==> config.mk <==
export PLATFORM = sky130hd
export DESIGN_NAME = traffic_signal_monitor
export DESIGN_NICKNAME = d
export VERILOG_FILES = /design/src/rtl/traffic_pkg.sv /design/src/rtl/traffic_signal_monitor_road.sv /design/src/rtl/traffic_signal_monitor.sv
export SDC_FILE = /design/constraint.sdc
export NUM_CORES = 1
export LEC_CHECK = 0
export BUFFER_PORTS_ARGS = -buffer_cell sky130_fd_sc_hd__buf_2
export CAP_MARGIN = 20
export CORE_MARGIN = 1.5
export CORE_UTILIZATION = 62
export CTS_BUF_LIST = sky130_fd_sc_hd__clkbuf_4 sky130_fd_sc_hd__clkbuf_8
export CTS_CLUSTER_SIZE = 14
export DETAILED_ROUTE_END_ITERATION = 12
export PLACE_DENSITY = 0.86
export SLEW_MARGIN = 20
export SYNTH_ARGS = -nofsm -noshare
export SYNTH_HDL_FRONTEND = slang
export SYNTH_SLANG_ARGS = --single-unit
==> constraint.sdc <==
create_clock -name clk -period 3.5 [get_ports clk]
set_clock_uncertainty 0.2 [all_clocks]
set_input_delay 0.7 -clock clk [delete_from_list [all_inputs] [get_ports clk]]
set_output_delay 0.7 -clock clk [all_outputs]
set_load 0.02 [all_outputs]
==> src/rtl/traffic_pkg.sv <==
`default_nettype none
// ----------------------------------------------------------------------------
// traffic_pkg : light encodings, fault codes and monitor FSM state (rev 1.0)
// ----------------------------------------------------------------------------
package traffic_pkg;

  localparam logic [1:0] c_green   = 2'b00;
  localparam logic [1:0] c_yellow  = 2'b01;
  localparam logic [1:0] c_red     = 2'b10;
  localparam logic [1:0] c_illegal = 2'b11;

  localparam logic [2:0] c_fc_none     = 3'd0;
  localparam logic [2:0] c_fc_illegal  = 3'd1;
  localparam logic [2:0] c_fc_conflict = 3'd2;
  localparam logic [2:0] c_fc_sequence = 3'd3;
  localparam logic [2:0] c_fc_yellow   = 3'd4;
  localparam logic [2:0] c_fc_allred   = 3'd5;

  typedef enum logic [1:0] {
    ST_INIT  = 2'd0,
    ST_RUN   = 2'd1,
    ST_FAULT = 2'd2
  } mon_state_e;

  // Holding a code is always legal; otherwise only G->Y, Y->R, R->G.
  function automatic logic legal_step(input logic [1:0] from_code,
                                      input logic [1:0] to_code);
    logic ok;
    ok = (from_code == to_code);
    case (from_code)
      c_green:  ok = ok || (to_code == c_yellow);
      c_yellow: ok = ok || (to_code == c_red);
      c_red:    ok = ok || (to_code == c_green);
      default:  ok = ok;
    endcase
    return ok;
  endfunction

endpackage
`default_nettype wire

==> src/rtl/traffic_signal_monitor_road.sv <==
`default_nettype none
// ----------------------------------------------------------------------------
// road_seq_check : per-road transition and yellow dwell checker (rev 1.0)
// ----------------------------------------------------------------------------
module road_seq_check
  import traffic_pkg::*;
#(
  parameter int MIN_YELLOW = 3,
  parameter int CW         = 8
) (
  input  logic       clk,
  input  logic       reset,
  input  logic       cnt_en,
  input  logic [1:0] prev,
  input  logic [1:0] cur,
  output logic       seq_err,
  output logic       yellow_err
);

  localparam logic [CW-1:0] c_min_yellow = CW'(MIN_YELLOW);

  // Count of consecutive YELLOW samples ending at the sample now held in prev.
  logic [CW-1:0] yel_cnt_q;
  logic [CW-1:0] yel_cnt_d;

  always_comb begin
    yel_cnt_d = yel_cnt_q;
    if (cnt_en) begin
      if (cur == c_yellow) begin
        if (yel_cnt_q != {CW{1'b1}}) yel_cnt_d = yel_cnt_q + CW'(1);
      end else begin
        yel_cnt_d = '0;
      end
    end
  end

  always_ff @(posedge clk or negedge reset) begin
    if (!reset) yel_cnt_q <= '0;
    else        yel_cnt_q <= yel_cnt_d;
  end

  assign seq_err    = !legal_step(prev, cur);
  assign yellow_err = (prev == c_yellow) && (cur != c_yellow) &&
                      (yel_cnt_q < c_min_yellow);

endmodule
`default_nettype wire

==> src/rtl/traffic_signal_monitor.sv <==
`default_nettype none
// ----------------------------------------------------------------------------
// traffic_signal_monitor : passive light-sequence conflict monitor (rev 1.0)
// ----------------------------------------------------------------------------
module traffic_signal_monitor
  import traffic_pkg::*;
#(
  parameter int MIN_YELLOW = 3,
  parameter int MIN_ALLRED = 2,
  parameter int FLASH_HALF = 4,
  parameter int CW         = 8
) (
  input  logic       clk,
  input  logic       reset,
  input  logic [1:0] hwy,
  input  logic [1:0] country,
  input  logic       clear,
  output logic       fault,
  output logic [2:0] fault_code,
  output logic       flash,
  output logic [7:0] phase_cnt
);

  localparam int            FW           = (FLASH_HALF > 1) ? $clog2(FLASH_HALF) : 1;
  localparam logic [FW-1:0] c_flash_last = FW'(FLASH_HALF - 1);
  localparam logic [CW-1:0] c_min_allred = CW'(MIN_ALLRED);

  logic [1:0]    cur_hwy_q, cur_hwy_d, cur_cty_q, cur_cty_d;
  logic [1:0]    prev_hwy_q, prev_hwy_d, prev_cty_q, prev_cty_d;
  logic          cur_vld_q, cur_vld_d;
  logic [CW-1:0] allred_q, allred_d;
  mon_state_e    state_q, state_d;
  logic [2:0]    fault_code_q, fault_code_d;
  logic          flash_q, flash_d;
  logic [FW-1:0] flash_cnt_q, flash_cnt_d;
  logic [7:0]    phase_cnt_q, phase_cnt_d;

  logic hwy_seq_err, hwy_yel_err, cty_seq_err, cty_yel_err;
  logic allred_err;
  logic [2:0] safety_code, run_code;

  road_seq_check #(.MIN_YELLOW(MIN_YELLOW), .CW(CW)) u_hwy_check (
    .clk(clk), .reset(reset), .cnt_en(cur_vld_q),
    .prev(prev_hwy_q), .cur(cur_hwy_q),
    .seq_err(hwy_seq_err), .yellow_err(hwy_yel_err)
  );

  road_seq_check #(.MIN_YELLOW(MIN_YELLOW), .CW(CW)) u_cty_check (
    .clk(clk), .reset(reset), .cnt_en(cur_vld_q),
    .prev(prev_cty_q), .cur(cur_cty_q),
    .seq_err(cty_seq_err), .yellow_err(cty_yel_err)
  );

  // Sample pipeline and all-red dwell counter; counters ignore the reset-time sample value.
  always_comb begin
    cur_hwy_d  = hwy;
    cur_cty_d  = country;
    prev_hwy_d = cur_hwy_q;
    prev_cty_d = cur_cty_q;
    cur_vld_d  = 1'b1;
    allred_d   = allred_q;
    if (cur_vld_q) begin
      if ((cur_hwy_q == c_red) && (cur_cty_q == c_red)) begin
        if (allred_q != {CW{1'b1}}) allred_d = allred_q + CW'(1);
      end else begin
        allred_d = '0;
      end
    end
  end

  always_comb begin
    allred_err = (((prev_hwy_q != c_green) && (cur_hwy_q == c_green)) ||
                  ((prev_cty_q != c_green) && (cur_cty_q == c_green))) &&
                 (allred_q < c_min_allred);

    safety_code = c_fc_none;
    if ((cur_hwy_q == c_illegal) || (cur_cty_q == c_illegal))
      safety_code = c_fc_illegal;
    else if ((cur_hwy_q != c_red) && (cur_cty_q != c_red))
      safety_code = c_fc_conflict;

    run_code = safety_code;
    if (safety_code == c_fc_none) begin
      if (hwy_seq_err || cty_seq_err)      run_code = c_fc_sequence;
      else if (hwy_yel_err || cty_yel_err) run_code = c_fc_yellow;
      else if (allred_err)                 run_code = c_fc_allred;
    end
  end

  always_comb begin
    state_d      = state_q;
    fault_code_d = fault_code_q;
    flash_d      = flash_q;
    flash_cnt_d  = flash_cnt_q;
    phase_cnt_d  = phase_cnt_q;
    case (state_q)
      ST_INIT: begin
        if (cur_vld_q) begin
          if (safety_code != c_fc_none) begin
            state_d      = ST_FAULT;
            fault_code_d = safety_code;
            flash_d      = 1'b1;
            flash_cnt_d  = '0;
          end else begin
            state_d = ST_RUN;
          end
        end
      end
      ST_RUN: begin
        // A country Y->R marks one completed cycle, even if the same sample faults.
        if ((prev_cty_q == c_yellow) && (cur_cty_q == c_red))
          phase_cnt_d = phase_cnt_q + 8'd1;
        if (run_code != c_fc_none) begin
          state_d      = ST_FAULT;
          fault_code_d = run_code;
          flash_d      = 1'b1;
          flash_cnt_d  = '0;
        end
      end
      ST_FAULT: begin
        if (clear) begin
          // A conflict already present when clear lands keeps the fault with its new code.
          if (safety_code != c_fc_none) begin
            fault_code_d = safety_code;
            flash_d      = 1'b1;
            flash_cnt_d  = '0;
          end else begin
            state_d      = ST_INIT;
            fault_code_d = c_fc_none;
            flash_d      = 1'b0;
            flash_cnt_d  = '0;
          end
        end else if (flash_cnt_q == c_flash_last) begin
          flash_d     = ~flash_q;
          flash_cnt_d = '0;
        end else begin
          flash_cnt_d = flash_cnt_q + FW'(1);
        end
      end
      default: begin
        state_d      = ST_INIT;
        fault_code_d = c_fc_none;
        flash_d      = 1'b0;
        flash_cnt_d  = '0;
      end
    endcase
  end

  always_ff @(posedge clk or negedge reset) begin
    if (!reset) begin
      cur_hwy_q    <= c_red;
      cur_cty_q    <= c_red;
      prev_hwy_q   <= c_red;
      prev_cty_q   <= c_red;
      cur_vld_q    <= 1'b0;
      allred_q     <= '0;
      state_q      <= ST_INIT;
      fault_code_q <= c_fc_none;
      flash_q      <= 1'b0;
      flash_cnt_q  <= '0;
      phase_cnt_q  <= 8'd0;
    end else begin
      cur_hwy_q    <= cur_hwy_d;
      cur_cty_q    <= cur_cty_d;
      prev_hwy_q   <= prev_hwy_d;
      prev_cty_q   <= prev_cty_d;
      cur_vld_q    <= cur_vld_d;
      allred_q     <= allred_d;
      state_q      <= state_d;
      fault_code_q <= fault_code_d;
      flash_q      <= flash_d;
      flash_cnt_q  <= flash_cnt_d;
      phase_cnt_q  <= phase_cnt_d;
    end
  end

  assign fault      = (state_q == ST_FAULT);
  assign fault_code = fault_code_q;
  assign flash      = flash_q;
  assign phase_cnt  = phase_cnt_q;

endmodule
`default_nettype wire

==> out/metrics.cfg <==
[status]
status=completed

[power_and_ir_drop]
switching_share_pct=28.7
leakage_nw=1.30
power.total_mw=1.30
p_per_area_nw_per_um2=445
p_sw_mw=0.372
pwr-share-seq_pct=50.9
p_comb_share_pct=18.1
clock_power_share_pct=31.1
internal_power_mw=0.924
ir_worst_vdd_mv=0.330

[clock_tree]
cts_resized=0
clockBufferDepth=2
path_clk_slew_ps=90
clkSinkCount=49
clk_latency_ps=300
htreeDepth=2
cts_buffers=5
ctsRootBufferMaster=clkbuf_8
holdBufCountCts=0
postCtsSetupRepairBufs=0
cts_tree=done

[final_layout]
num_antenna_cells=0
final_nets=304
ff_latch_area_um2=1230
drive_gt1_share_pct=15.8
syn2layout_area_growth_pct=8.39
final_cells=335
fillers=300
multi_input_area_um2=1350

[route]
ant_nets=0
drt_iter0_drc=133
drc=0
viasPerCell=6.01
num_vias=2012
avgRoutedWirePerCell_um=14.5
drt-total-wl_mm=4.86
dr.pass1.iters=5

[worst_setup_path]
critPathKind=flip-flop to flip-flop
arrival_ps=2810
cp.required_ps=3490
start_kind=flip-flop
cp_max_fo=8
end_kind=flip-flop

[synthesis]
synth_seq_cells=49
ys.flop_type=dfrtp_1
post_synth_most_frequent_cells=45 x dfrtp_1, 18 x nand2_1, 18 x o21ai_0, 15 x nor2_1
yosysMostFrequentCell=dfrtp_1
synth-async-reset-ratio_pct=100
synth_top_cell_by_area=dfrtp_1
synth.avg_cell_area_um2=10.1
synthTopCellsByArea=dfrtp_1 42%, ha_1 6.1%, xnor2_1 4.6%
ys_warn_count=0
yosys.area.top_type_share_pct=42.0
seq_area_frac_synth_pct=45.9
synthesis.area_um2=2680
ys_types=53
synth-edff-count=0
synthCells=266
syn-num-nets=286

[place]
gp_congestion=0.859
portBuffers=19
dp_cells=327
detailed_place_hpwl_mm=3.54

[sta]
setup_violations=0
relSlewSlack_pct=44.9
finalCritPeriodShare_pct=80.5
max_freq_ghz=0.355
rsz0062_at_grt=false
tightest_slew_ps=817
tns_ps=0
timing_hold_violations_final=0
whs_ps=195
period_minus_slack_ps=2820
slew_violations=0

[floorplanning]
dieWidth_um=68.8
floorplan.rows=23
core_area_um2=4090
boundaryPins=20
die_h_um=68.8
die_area_um2=4730
start_util_pct=65.7

[global_route]
grt_pass1_wl_mm=8.31
globalRouteOverflowTotal=0
track_usage_pct=23.6
grt_pass1_vias=1869
antenna_found_initial=0
grt_max_degree=50

[hold_path]
hold_path.class=primary input to asynchronous set/reset pin

[job]
cap_violations=0

==> kinds of logic after synthesis <==
family          after synthesis  share of synthesized area, %
mux                           7                          2.80
fa+ha+maj                    13                          6.06
flops                        49                          45.9
compound gates               57                          14.7
buf+inv                      22                          3.96
simple gates                 98                          20.3
other cells                   1                         0.140
xor+xnor                     19                          6.20
==> cells in the final DEF (no fill, tap or decap), types with 3 or more instances in the layout <==
cell type / count
and3_1: 3
ha_1: 13
a21oi_1: 14
buf_2: 18
dfrtp_1: 45
mux2_2: 4
nand4_1: 3
nand2_1: 18
o21ai_0: 18
mux2i_1: 3
o31ai_1: 7
nor2_1: 15
nor4_1: 4
clkbuf_8: 5
or2_2: 3
xnor2_1: 14
nor2b_1: 7
dfstp_2: 4
nand2b_1: 7
xor2_1: 5
inv_1: 13
nor4b_1: 3
nor3_1: 9
nand3_1: 13
==> sequential cells by signal, summed over array words and instances, names as in the netlist <==
signal,count
cur_vld_q,1
fault_code,3
u_hwy_check.yel_cnt_q,8
cur_cty_q,2
flash_cnt_q,2
phase_cnt,8
state_q,2
cur_hwy_q,2
prev_cty_q,2
allred_q,8
u_cty_check.yel_cnt_q,8
prev_hwy_q,2
flash,1
==> stage by stage <==
step | setup WS [ps] | cell area [um2] | util [%]
3_3_place_gp | 797 | 2790 | 68.3
4_1_cts | 663 | 2910 | 71.1
5_1_grt | 535 | 2910 | 71.2
2_1_floorplan | 862 | 2680 | -
3_5_place_dp | 683 | 2790 | 68.3
6_report | 681 | 2910 | 71.2
==> routing by layer <==
metal  GRT usage [%]  routed length (um)  up-vias
li1                -                   -      993
met1            32.1                2270      975
met2            38.5                2370       37
met3            4.55                 154        7
met4            6.86                  61        0
met5               0                   0        -
==> worst max-delay path, cell delays in order, from the launching register on <==
cell and delay [ps]:
dfstp_2 570, inv_1 60, ha_1 310, nand2b_1 160, a211oi_1 280, o32ai_2 190, or4b_1 570, a2111oi_2 380
==> worst paths after layout <==
check | start | endpoint | slack, ps | cells past startpoint
setup / recovery | prev_hwy_q[1]$_DFF_PN1_ | state_q[0]$_DFFE_PN0P_ | 680 | 7
hold / removal | reset | flash_cnt_q[1]$_DFFE_PN0P_ | 200 | 1
setup reg to reg | prev_hwy_q[1]$_DFF_PN1_ | state_q[0]$_DFFE_PN0P_ | 680 | 7
hold reg to reg | cur_hwy_q[1]$_DFF_PN1_ | prev_hwy_q[1]$_DFF_PN1_ | 240 | 0
max in group asynchronous | reset | allred_q[0]$_DFFE_PN0P_ | 2500 | 1
min in group clk | cur_hwy_q[1]$_DFF_PN1_ | prev_hwy_q[1]$_DFF_PN1_ | 240 | 0
==> final cells by class <==
class,instances,share of cell area [%]
clock buffers,5,2.37
clock inverters,3,1.59
inverters,13,1.68
multi-input cells,195,46.3
flip-flops and latches,49,42.3
well taps,50,2.15
repair buffers,20,3.61
==> power by group through the flow <==
stage,registers [mW],logic [mW],clock network (mW)
5_1_grt,0.667,0.271,0.423
6_report,0.659,0.234,0.402
3_5_place_dp,0.669,0.236,0
4_1_cts,0.658,0.237,0.412
2_1_floorplan,0.677,0.155,0
3_3_place_gp,0.666,0.226,0
Note: power is estimated with default switching activity, not from simulation.
